==> src/rtl/h_sync_timing_detector.sv <==
// Horizontal sync receiver: measures line period and high width, tracks lock.
// Optional +/-TOLERANCE matching when H_SYNC_DETECT_TOLERANCE_EN is defined.
module h_sync_timing_detector #(
  parameter int ZERO            = 0,
  parameter int THRESHOLD_HSYNC = 1072,
  parameter int WHOLE_FRAME     = 1328,
  parameter int COUNTER_SIZE    = 11,
  parameter int LOCK_LINES      = 4,
  parameter int TOLERANCE       = 2
) (
  input  logic                    control_clock,
  input  logic                    control_reset_n,
  input  logic                    h_sync_in,
  output logic [COUNTER_SIZE-1:0] line_period,
  output logic [COUNTER_SIZE-1:0] high_width,
  output logic                    measure_valid,
  output logic                    locked,
  output logic                    timing_error
);

  localparam int CS = COUNTER_SIZE;

  localparam logic [CS-1:0] START  = CS'(ZERO + 1);
  localparam logic [CS-1:0] ONE    = CS'(1);
  localparam logic [CS-1:0] MAX    = '1;
  localparam logic [CS-1:0] FRAME  = CS'(WHOLE_FRAME);
  localparam logic [CS-1:0] THRESH = CS'(THRESHOLD_HSYNC);
  localparam logic [3:0]    LOCK_N = 4'(LOCK_LINES);

  typedef enum logic [1:0] {
    IDLE,
    HIGH,
    LOW
  } state_t;

  state_t state_q, state_d;

  logic s1, s2, s3;
  logic rise, fall;

  logic [CS-1:0] cnt_q, cnt_d;
  logic [CS-1:0] width_q, width_d;
  logic [CS-1:0] lp_d, hw_d;
  logic [3:0]    match_q, match_d;
  logic          mv_d, lock_d, err_d;
  logic          line_ok;
  logic          timeout;

  // Sync flops reset high so a line already high at reset release
  // does not look like a fresh rise.
  always_ff @(posedge control_clock or negedge control_reset_n) begin
    if (!control_reset_n) begin
      s1 <= 1'b1;
      s2 <= 1'b1;
      s3 <= 1'b1;
    end else begin
      s1 <= h_sync_in;
      s2 <= s1;
      s3 <= s2;
    end
  end

  assign rise = s2 & ~s3;
  assign fall = ~s2 & s3;

`ifdef H_SYNC_DETECT_TOLERANCE_EN
  localparam logic signed [CS:0] TOL_P = (CS+1)'(TOLERANCE);
  localparam logic signed [CS:0] TOL_N = -TOL_P;

  logic signed [CS:0] dp, dw;

  always_comb begin
    dp = $signed({1'b0, cnt_q}) - $signed({1'b0, FRAME});
    dw = $signed({1'b0, width_q}) - $signed({1'b0, THRESH});
    line_ok = (dp >= TOL_N) && (dp <= TOL_P) &&
              (dw >= TOL_N) && (dw <= TOL_P);
  end
`else
  assign line_ok = (cnt_q == FRAME) && (width_q == THRESH);
`endif

  assign timeout = (state_q != IDLE) && !rise && (cnt_q == MAX - ONE);

  always_comb begin
    state_d = state_q;
    width_d = width_q;
    match_d = match_q;
    lp_d    = line_period;
    hw_d    = high_width;
    mv_d    = 1'b0;
    err_d   = 1'b0;
    lock_d  = locked;

    if (rise) begin
      cnt_d = START;
    end else if (cnt_q == MAX) begin
      cnt_d = cnt_q;
    end else begin
      cnt_d = cnt_q + ONE;
    end

    unique case (state_q)
      IDLE: begin
        if (rise) state_d = HIGH;
      end
      HIGH: begin
        if (rise) begin
          err_d   = 1'b1;
          match_d = '0;
          lock_d  = 1'b0;
          state_d = IDLE;
        end else if (fall) begin
          width_d = cnt_q;
          state_d = LOW;
        end
      end
      LOW: begin
        if (rise) begin
          lp_d    = cnt_q;
          hw_d    = width_q;
          mv_d    = 1'b1;
          state_d = HIGH;
          if (line_ok) begin
            if (match_q != LOCK_N) match_d = match_q + 4'd1;
            lock_d = (match_d == LOCK_N);
          end else begin
            match_d = '0;
            lock_d  = 1'b0;
            err_d   = 1'b1;
          end
        end
      end
      default: state_d = IDLE;
    endcase

    // A count running into saturation means the line never completed.
    if (timeout) begin
      err_d   = 1'b1;
      match_d = '0;
      lock_d  = 1'b0;
      state_d = IDLE;
    end
  end

  always_ff @(posedge control_clock or negedge control_reset_n) begin
    if (!control_reset_n) begin
      state_q       <= IDLE;
      cnt_q         <= '0;
      width_q       <= '0;
      match_q       <= '0;
      line_period   <= '0;
      high_width    <= '0;
      measure_valid <= 1'b0;
      locked        <= 1'b0;
      timing_error  <= 1'b0;
    end else begin
      state_q       <= state_d;
      cnt_q         <= cnt_d;
      width_q       <= width_d;
      match_q       <= match_d;
      line_period   <= lp_d;
      high_width    <= hw_d;
      measure_valid <= mv_d;
      locked        <= lock_d;
      timing_error  <= err_d;
    end
  end

endmodule

==> config.mk <==
export PLATFORM = sky130hd
export DESIGN_NAME = h_sync_timing_detector
export DESIGN_NICKNAME = d
export VERILOG_FILES = /design/src/rtl/h_sync_timing_detector.sv
export SDC_FILE = /design/constraint.sdc
export NUM_CORES = 1
export LEC_CHECK = 0
export ABC_AREA = 1
export ABC_CLOCK_PERIOD_IN_PS = 2500
export CAP_MARGIN = 20
export CORE_MARGIN = 10
export CORE_UTILIZATION = 50
export CTS_BUF_LIST = sky130_fd_sc_hd__clkbuf_4
export DETAILED_ROUTE_END_ITERATION = 8
export PLACE_DENSITY = 0.69
export REMOVE_ABC_BUFFERS = 1
export SYNTH_ARGS = -nofsm -noshare
export SYNTH_HDL_FRONTEND = slang
export SYNTH_SLANG_ARGS = --single-unit
==> constraint.sdc <==
create_clock -name control_clock -period 2.5 [get_ports control_clock]
set_clock_uncertainty 0.15 [all_clocks]
set_input_delay 0.5 -clock control_clock [delete_from_list [all_inputs] [get_ports control_clock]]
set_output_delay 0.5 -clock control_clock [all_outputs]
set_load 0.03 [all_outputs]
**After elaboration in Yosys (flattened, before gate mapping)**

Index checks and enable logic that the tools add are counted.

- Register bits after elaboration: 56
- Bits in latches: 0
- RAM bits: 0
- Memory bits (read-only): 0
- Bits of input ports: 3
- Output and inout bits: 25
- Logic and storage cells: 71
- Memories: 0

- Add/sub/neg operators: 2
- $mul: 0
- Div/mod/pow operators: 0
- Magnitude comparators: 0
- Equality and inequality tests: 13
- Shift-type cells: 0
- Muxes and demuxes: 27
- Bitwise logic cells: 5
- Reduce and logical (&&, ||, !) cells: 12

Operators with widths:

| kind | count |
|---|---|
| == test 11 bit, second input constant | 4 |
| two-way mux 4 bit | 8 |
| two-way mux 11 bit | 2 |
| adder 11 x 1 -> 11 bit, second input constant | 1 |
| two-way mux 1 bit | 9 |
| two-way mux 2 bit | 4 |
| one-hot mux 4 bit (2 select lines) | 1 |
| inequality test 3 bit, second input constant | 2 |
| AND reduction 3 bit | 2 |
| adder 4 x 1 -> 4 bit, second input constant | 1 |
| == test 4 x 3 -> 1 bit, second input constant | 1 |
| inequality test 4 x 3 -> 1 bit, second input constant | 1 |
| inequality test 4 bit, second input constant | 1 |
| one-hot mux 1 bit (2 select lines) | 2 |
| one-hot mux 2 bit (2 select lines) | 1 |
| AND reduction 2 bit | 2 |
| logical AND 1 bit | 3 |
| inequality test 3 x 1 -> 1 bit, second input constant | 1 |
| inverter 1 bit | 3 |
| nonzero test 3 bit | 1 |
| AND 1 bit | 2 |
| == test 2 x 1 -> 1 bit, second input constant | 1 |
| == test 2 bit, second input constant | 1 |
| zero test 2 bit | 1 |
| other kinds (4) | 4 |

**Logic depth before layout (Yosys ltp)**

- Depth after elaboration: 10
- Gate-level depth with buffers: 10
- Depth with buffers taken out: 10

**Worst setup path before layout**

Ideal clock, no wire load.

- Kind: register to register
- From: reg s3
- To: reg state_q[1]
- Data arrival time: 1494 ps
- Path slack: 738 ps
- Cell stages (with the launch flop): 10
- Path buffers: 1
- Clock period less this slack: 1762 ps
- Cell sequence: dfstp_2 > inv_1 > ha_1 > buf_2 > nor3_1 > nand3_2 > nand3b_2 > nand2_1 > nand2_1 > nand2_1

- Longest elaborated chain between the ends: 7
- Elaborated cells on any way between the ends: 12
- Classes of those cells: 2 x eq/ne; 3 x mux; 3 x bitwise; 4 x reduce/logical

RTL lines:

| what | line | text |
|---|---|---|
| start: declaration | 38 | `logic s1, s2, s3;` |
| start signal: assignment | 55 | `s3 <= 1'b1;` |
| start signal: assignment | 59 | `s3 <= s2;` |
| inverter 1 bit | 63 | `assign rise = s2 & ~s3;` |
| AND 1 bit | 63 |  |
| zero test 1 bit | 82 | `assign timeout = (state_q != IDLE) && !rise && (cnt_q == MAX - ONE);` |
| logical AND 1 bit (2 in series) | 82 |  |
| inequality test 4 bit (no line) / inequality test 3 x 1 -> 1 bit (equally long branches) | -- |  |
| AND reduction 2 bit (no line) | -- |  |
| end signal: assignment | 157 | `state_q <= state_d;` |
| end: declaration | 36 | `state_t state_q, state_d;` |

Parallel ways exist; a longest one is shown, timed or not.
A chain may end at the register's enable or synchronous reset.

**Worst setup path after layout**

- From: reg line_period[6]
- To: out line_period[6]

RTL lines:

| what | line | text |
|---|---|---|
| start: declaration | 14 | `output logic [COUNTER_SIZE-1:0] line_period,` |
| start signal: assignment | 161 | `line_period <= lp_d;` |

No word-level cell between the ends.

==> results by group <==
Run status
  • Status: completed

Placed design
  • Cells after DPL: roughly 400
  • GPL Wtd Cong: 0.834
  • Area post-placement: between 3000 and 4000 um2
  • Post-DP HPWL: 4120 um
  • Port Buf Inserts: 27

Finish
  • Layout Cells excl Fill: 417
  • Total Nets Final: 360
  • Final instance area: roughly 3200 um2
  • Fraction of layout cells with a size suffix above 1: a little under an eighth
  • Final Core Density: 61.0%
  • Synth-to-Final Area Change: 16.0%
  • Antenna fix cells: 0

Clock tree
  • Clk sinks: 56
  • Num CTS Buffers: 5
  • Clock latency on the worst-skew pair: 0.39 ns
  • Clk Tree Root Cell: clkbuf_4
  • Postcts setup bufs: 0
  • CTS tree: done
  • Reg clk slew, reported paths: 0.17 ns
  • H-Tree Depth: 2
  • Clk buf depth: 2

Routing
  • Metal-1 WL: about 2600 um
  • Routed wl met2: around 2400 um
  • Final antenna-violating net count: 0
  • DR pass1 iterations: 4
  • DRT iter0 DRCs: 77
  • Total routed wirelength: around 5200 um
  • # DRC: 0
  • Via/cell ratio: 5.01
  • Met3 WL: between 200 and 250 um
  • Post-DR wirelength/cell: around 13 um
  • Uppermost routed layer: met4
  • Total number of vias: ~2100

STA
  • Post-Route Setup TNS: 0 ns
  • Fmax: approximately 0.47 GHz
  • RSZ-0062 raised after global routing: no
  • Min Clock Period, post-route: ~2.1 ns
  • Max_slew headroom: ~58%
  • Final period util: a little over four fifths
  • Final max-slew violation count: 0
  • Final Hold Violating Endpoints: 0
  • Worst slew pin tran: 0.623 ns
  • Final Setup Violations: 0

Synth
  • Most used DFF post-synth: dfrtp_1
  • Most common cell in the netlist: nand2_1
  • Seq/Total Area, Yosys: around half
  • Synth area leader: dfrtp_1
  • Post-synth top cells: 93 x nand2_1, 53 x dfrtp_1, 35 x o21ai_0, 27 x inv_1, 24 x nor2_1
  • Avg Inst Size Synth: around 8.7 um2
  • Cell area after synthesis: 2740 um2
  • Synth area leaders: dfrtp_1 48%, nand2_1 13%, o21ai_0 6.4%, ha_1 5.0%, inv_1 3.7%
  • Synthesis Warnings: 0
  • Synth Instances: ~310
  • Async set or reset register ratio after synthesis: between 90% and 100%
  • Synthesized flop and latch total: 56
  • Post-synth top area share: approximately 48%
  • Netlist cell types: 29
  • EDFF count, synth: 0

GRT
  • Gr usage total: roughly 12%
  • First-pass GRT wire length: 8950 um
  • Initial antenna violation count: 0
  • Vias in the first global route: between 1500 and 2000
  • GRT overflow: 0
  • Largest net degree at the start of global routing: 39

Critical path
  • CP Class: flip-flop to output pin
  • CP top delay family: buffers and inverters
  • Critical Path Source Type: flip-flop
  • Max FO, Critical Path: 2
  • CP max stage delay: ~0.7 ns
  • Crit path buf inv count: 1
  • CP required: 1.85 ns
  • Arr. time, crit path: 1.47 ns
  • Crit end category: output pin
  • Worst setup path startpoint: line_period[6]$_DFFE_PN0P_
  • Reg-to-reg startpoint: s3$_DFF_PN1_
  • Slowest CP cell: clkdlybuf4s50_1
  • CP cell instances: clkdlybuf4s50_1

Floorplan
  • Rows: 26
  • Die footprint: roughly 9000 um2
  • Chip Width: between 90 and 100 um
  • Height of the die: about 94 um
  • Initial core utilization: a little over half
  • I/O pins: 28
  • Core Area: 5200 um2

Pwr
  • Worst VDD drop: 0.000470 V
  • P_leak: 1.59 nW
  • Total chip power: 2.19 mW
  • Power per cell area: ~690 nW/um2

Run
  • Max Cap Viol: 0

Hold path
  • Hold_sp: s1$_DFF_PN1_
  • Tightest Hold Check Type: flip-flop to flip-flop
-- cells in the final DEF, fill, tap and decap left out, types with 4 or more instances in the layout --
cell	netlist	layout
nand2_1	93	93
nor2_4	4	4
o21ai_0	35	35
a21oi_1	4	4
clkbuf_4	0	5
clkdlybuf4s50_1	0	26
dfrtp_1	53	53
nand2_4	4	4
inv_1	27	27
nand3_1	17	17
ha_1	11	11
nor2_1	24	24
-- final timing paths --
path                                             end  slack [ns]  cells after the start
max in group asynchronous               s3$_DFF_PN1_        1.21                      3
min reg2reg                             s2$_DFF_PN1_        0.22                      0
min                                     s2$_DFF_PN1_        0.22                      0
min in group asynchronous  high_width[0]$_DFFE_PN0P_        0.41                      2
max reg2reg                high_width[3]$_DFFE_PN0P_        0.42                      7
max                                   line_period[6]        0.38                      1
-- what timing repair did --
action,4_1_cts,5_1_grt
hold endpoints to repair,16,0
hold buffers,1,0
gates resized for setup,0,0
-- where the power goes --
part / switching [mW] / leakage, nW / internal [mW] / total [mW]
Combinational: 0.403 / 0.807 / 0.242 / 0.645
Sequential: 0.105 / 0.752 / 1.03 / 1.14
Clock: 0.290 / 0.0322 / 0.117 / 0.408
-- per-stage QoR --
stage | setup WS [ns] | hold slack [ns]
CTS | 0.359 | 0.221
finish | 0.382 | 0.219
detailed placement | 0.430 | 0.197
floorplan | 0.214 | 0.0544
global route | 0.305 | 0.223
global placement | 0.515 | 0.199
-- per-layer routing --
| metal | vias to the layer above | track usage [%] |
|---|---|---|
| met5 | - | 0 |
| met3 | 6 | 3.20 |
| met1 | 991 | 15.7 |
| met2 | 31 | 20.4 |
| li1 | 1062 | - |
| met4 | 0 | 3.80 |
-- worst reg2reg max path, delay by kind of cell, from the launching register on --
family        cells  cell delay [ns]
fa+ha+maj         1             0.30
simple gates      3             0.33
buf+inv           3             0.67
flops             1             0.56
-- sequential cells by signal, summed over array words and instances, names as in the netlist --
signal	count
timing_error	1
state_q	2
match_q	4
cnt_q	11
width_q	11
locked	1
s2	1
measure_valid	1
high_width	11
s3	1
line_period	11
s1	1
-- logic make-up after synthesis --
kind of cell / share of synthesized area, %
xor gates and xnor gates: 0.320
and+or+nand+nor: 29.8
DFF: 51.3
AOI/OAI and AO/OA: 8.09
buffers and inverters: 5.40
adders and majority gates: 5.03
-- cell type report --
cell class                      count  area, um2
Sequential cell                    56       1410
Multi-Input combinational cell    220       1180
Clock buffer                        5       37.5
Timing Repair Buffer               32        318
Inverter                           31        116
Tap cell                           70       87.6
Fill cell                         459       2030
Clock inverter                      3       25.0
(Power assumes the default switching activity.)
